<file path="src/rtl/phys_reg_free_list.sv">
// Circular free list of physical register tags: rename pops at head, commit pushes at tail,
// flush rewinds head to the committed pointer. Define FREE_LIST_CHECK_EN for a sticky err_o.
module phys_reg_free_list #(
  parameter int PHY_REGS  = 64,
  parameter int ARCH_REGS = 32,
  parameter int PHY_WIDTH = $clog2(PHY_REGS)
) (
  input  logic                 clk,
  input  logic                 rst,
  input  logic                 alloc_req_i,
  output logic                 alloc_valid_o,
  output logic [PHY_WIDTH-1:0] alloc_preg_o,
  input  logic                 release_valid_i,
  input  logic [PHY_WIDTH-1:0] release_preg_i,
  input  logic                 commit_alloc_i,
  input  logic                 flush_i,
  output logic [PHY_WIDTH:0]   free_count_o,
  output logic                 err_o
);

  typedef logic [PHY_WIDTH:0]   ptr_t;
  typedef logic [PHY_WIDTH-1:0] tag_t;

  localparam ptr_t FULL_COUNT = ptr_t'(PHY_REGS);
  localparam ptr_t INIT_TAIL  = ptr_t'(PHY_REGS - ARCH_REGS);

  tag_t mem_q [PHY_REGS];
  ptr_t head_q, head_d;
  ptr_t tail_q, tail_d;
  ptr_t commit_head_q, commit_head_d;

  ptr_t count;
  logic full;
  logic alloc_fire;
  logic release_fire;
  logic commit_fire;

  // The wrap bit makes tail - head range over 0..PHY_REGS, so full and empty differ.
  assign count         = tail_q - head_q;
  assign full          = (count == FULL_COUNT);
  assign alloc_valid_o = (count != '0);
  assign alloc_preg_o  = mem_q[head_q[PHY_WIDTH-1:0]];
  assign free_count_o  = count;

  assign alloc_fire   = alloc_req_i && alloc_valid_o && !flush_i;
  assign release_fire = release_valid_i && (release_preg_i != '0) && !full;
  assign commit_fire  = commit_alloc_i && (commit_head_q != head_q);

  // NOTE: every variable driven here gets a default first, so no path can infer a latch.
  always_comb begin
    commit_head_d = commit_head_q;
    head_d        = head_q;
    tail_d        = tail_q;

    if (commit_fire) begin
      commit_head_d = commit_head_q + ptr_t'(1);
    end

    // A flush discards every speculative pop, including any request in the same cycle.
    if (flush_i) begin
      head_d = commit_head_d;
    end else if (alloc_fire) begin
      head_d = head_q + ptr_t'(1);
    end

    if (release_fire) begin
      tail_d = tail_q + ptr_t'(1);
    end
  end

  // NOTE: sequential state uses non-blocking assignments so all registers update together.
  always_ff @(posedge clk or posedge rst) begin
    if (rst) begin
      head_q        <= '0;
      commit_head_q <= '0;
      tail_q        <= INIT_TAIL;
    end else begin
      head_q        <= head_d;
      commit_head_q <= commit_head_d;
      tail_q        <= tail_d;
    end
  end

  // NOTE: the storage is reset because its initial contents are the architecturally
  // meaningful pool of free tags, not don't-care data.
  always_ff @(posedge clk or posedge rst) begin
    if (rst) begin
      for (int i = 0; i < PHY_REGS; i++) begin
        if (i < PHY_REGS - ARCH_REGS) begin
          mem_q[i] <= tag_t'(ARCH_REGS + i);
        end else begin
          mem_q[i] <= '0;
        end
      end
    end else if (release_fire) begin
      mem_q[tail_q[PHY_WIDTH-1:0]] <= release_preg_i;
    end
  end

`ifdef FREE_LIST_CHECK_EN
  logic err_q, err_d;
  logic drop_event;

  assign drop_event = (release_valid_i && ((release_preg_i == '0) || full))
                   || (commit_alloc_i && !commit_fire)
                   || (alloc_req_i && !alloc_valid_o);

  always_comb begin
    err_d = err_q | drop_event;
  end

  always_ff @(posedge clk or posedge rst) begin
    if (rst) begin
      err_q <= 1'b0;
    end else begin
      err_q <= err_d;
    end
  end

  assign err_o = err_q;
`else
  assign err_o = 1'b0;
`endif

endmodule

</file>
<file path="config.mk">
export PLATFORM = sky130hd
export DESIGN_NAME = phys_reg_free_list
export DESIGN_NICKNAME = d
export VERILOG_FILES = /design/src/rtl/phys_reg_free_list.sv
export SDC_FILE = /design/constraint.sdc
export NUM_CORES = 1
export LEC_CHECK = 0
export BUFFER_PORTS_ARGS = -buffer_cell sky130_fd_sc_hd__buf_2
export CAP_MARGIN = 10
export CORE_MARGIN = 2
export CORE_UTILIZATION = 55
export CTS_CLUSTER_SIZE = 25
export DETAILED_ROUTE_END_ITERATION = 12
export GPL_TIMING_DRIVEN = 0
export HOLD_SLACK_MARGIN = 0.03
export PLACE_DENSITY = 0.71
export SLEW_MARGIN = 20
export SYNTH_ARGS = -nofsm -noshare
export SYNTH_HDL_FRONTEND = slang
export SYNTH_SLANG_ARGS = --single-unit
</file>
<file path="constraint.sdc">
create_clock -name clk -period 29.9 [get_ports clk]
set_input_delay 5.98 -clock clk [delete_from_list [all_inputs] [get_ports clk]]
set_output_delay 5.98 -clock clk [all_outputs]
set_load 0.02 [all_outputs]
</file>
==> reports/qor.yml <==
worst_setup_path:
  critical_path_class: "flip-flop to output port"
  cp.arrival_ps: 4900
  crit_fanout: 10
  worstPathRequired_ps: 23920
  cp-end-kind: "output port"
  start_kind: "flip-flop"
timing:
  fin_crit_ps: 10880
  clock.fmax_ghz: 0.0919
  hold_viol: 0
  slew_headroom_pct: 25.0
  fin_skew_ps: 18.0
  worst_pin_slew_ps: 1120
  timing.final.ws_setup_ps: 19020
  rsz0062_at_grt: "false"
  slew_violations: 0
  setup_viol: 0
  setup_tns_ps: 0
  post-route-period-util_pct: 36.4
floorplanning:
  row_count: 69
  dieArea_um2: 37000
  die_h_um: 192
  boundaryPins: 27
  die_x_um: 192
  core-area_um2: 35200
  start_util_pct: 55.4
clock_tree:
  postCtsSetupBuffers: 0
  cts_hold_buf: 0
  cts.htree.levels: 2
  clkSinkCount: 405
  cts_resized: 0
  cts_root_buf: "clkbuf_16"
  cts_buffers: 45
  clk_latency_ps: 570
  cts_buffer_depth: 3
  cts_tree: "yes"
  path_clk_slew_ps: 70
outcome:
  status: "completed"
yosys:
  synthArstFlopShare_pct: 100
  yosys_warnings: 0
  synth_cells: 1265
  ys_seq_area_share_pct: 52.6
  ys_top_cells_by_area: "dfrtp_1 37%, mux2_1 19%, dfstp_2 15%"
  synthDominantCellAreaShare_pct: 37.4
  ys_ff_latch: 405
  syn_area_um2: 19500
  ys_types: 48
  synth_edf_count: 0
  synth_nets: 1287
  syn_avg_cell_area_um2: 15.4
  ys.flop_type: "dfrtp_1"
  yosysTopAreaCell: "dfrtp_1"
detailed_routing:
  antenna_left: 0
  drt-initial-drc-count: 1054
  drc: 0
  wirelength_mm: 51.7
  avgViaCountPerCell: 6.35
  vias: 11700
  first_pass_iters: 7
  wl_per_cell_um: 28.0
placed_design:
  placed_area_um2: 20400
  hpwl_mm: 35.4
  io_buffers: 25
  dpl_worst_slack_ps: 19670
  gp_congestion: 0.862
  dp.cells: 1761
cells_and_area:
  final_cells: 1844
  layout_common_cells: "332 x mux2_1, 292 x dfrtp_1, 115 x mux4_2"
  final_common_cell: "mux2_1"
  post-route-cell-area_um2: 22100
  syn_to_final_growth_pct: 13.1
  nets: 1369
  drive_above_1_share_pct: 35.6
  diodes: 0
global_route:
  grt_max_degree: 112
  antenna_found_initial: 2
  grt_pass1_wl_mm: 78.3
  grt_overflow_total: 0
  grt_pass1_vias: 12100
  grt_use_total_pct: 29.2
hold_path:
  worstHoldPathType: "flip-flop to flip-flop"
power:
  leakagePower_nw: 10.0
  power_density_nw_per_um2: 102
  vdd_drop_max_uv: 97.5
job:
  cap_violations: 0
-- cell type report --
| cell class | count | area, um2 |
|---|---|---|
| plain buffers | 95 | 413 |
| inverters | 13 | 56.3 |
| clock buffers | 71 | 1440 |
| multi-input cells | 752 | 8830 |
| flip-flops and latches | 405 | 10300 |
| fillers | 2612 | 13100 |
| clock inverters | 12 | 219 |
| well taps | 461 | 577 |
| repair buffers | 35 | 280 |
-- layer usage --
metal  wire length (um)  vias up  GRT usage (%)
met5                  0        -              0
met1              21600     6268           40.0
li1                   -     4901              -
met2              24500      424           47.3
met4               2020        0           11.2
met3               3540      115           4.84
-- flip-flops by register name, summed over array words and instances (netlist names) --
name,flops
mem_q,384
commit_head_q,7
head_q,7
tail_q,7
-- logic make-up after synthesis --
group / synth area share [%]
muxes: 35.6
DFF: 52.6
and+or+nand+nor: 6.01
buffers and inverters: 2.35
AOI/OAI and AO/OA: 1.43
xor gates and xnor gates: 1.26
adders and majority gates: 0.679
other: 0.0192
-- path summary, 6_finish.rpt --
kind / from / endpoint / slack (ps) / cells after the start
worst max-delay path: head_q[1] / alloc_preg_o[2] / 19020 / 10
worst min-delay path: mem_q[125] / mem_q[125] / 490 / 1
worst max register to register: head_q[2] / mem_q[157] / 24630 / 14
worst min register to register: mem_q[125] / mem_q[125] / 490 / 1
max in group asynchronous: rst / mem_q[271] / 22940 / 5
min in group asynchronous: rst / mem_q[322] / 5360 / 2
-- worst max-delay path, stage by stage (launching register included) --
cell,delay [ps]
dfrtp_1,410
clkbuf_1,490
clkbuf_1,830
buf_2,580
clkbuf_1,590
nand2_1,90
and3_1,230
a311oi_1,340
a211oi_1,140
a31oi_1,350
buf_2,240
-- power breakdown --
group	total, mW	internal, mW	leakage, nW	switching [mW]
registers	0.829	0.744	5.13	0.0854
clock network	0.606	0.381	0.811	0.225
logic	0.828	0.351	4.06	0.477
-- synthesized netlist by cell type, types with 2 or more instances --
| cell type | number |
|---|---|
| xnor2_1 | 21 |
| nand2b_1 | 2 |
| mux2_1 | 332 |
| ha_1 | 9 |
| dfstp_2 | 113 |
| mux4_2 | 115 |
| and2_1 | 2 |
| a211oi_1 | 8 |
| nor3b_1 | 2 |
| inv_1 | 9 |
| nand3_2 | 62 |
| o21ai_0 | 4 |
| nand3_1 | 2 |
| o21ai_1 | 2 |
| clkinv_1 | 3 |
| xor2_1 | 7 |
| mux2_2 | 54 |
| mux2i_1 | 2 |
| buf_2 | 16 |
| and3_1 | 16 |
| and3b_1 | 3 |
| a21oi_1 | 8 |
| buf_4 | 7 |
| clkbuf_1 | 61 |
| nand2_1 | 50 |
| nand4_1 | 9 |
| buf_1 | 10 |
| nor3_1 | 8 |
| nor2_1 | 9 |
| a311oi_1 | 4 |
| a31oi_1 | 7 |
| dfrtp_1 | 292 |
-- stage by stage --
step / util, % / hold slack, ps / power, mW
after global placement: 57.4 / 468 / 1.62
after global routing: 62.7 / 496 / 2.36
after detailed placement: 58.0 / 475 / 1.66
after CTS: 62.7 / 489 / 2.26
final: 62.7 / 486 / 2.26
after floorplan: - / 459 / 1.38
Note: power is estimated with default switching activity, not from simulation.
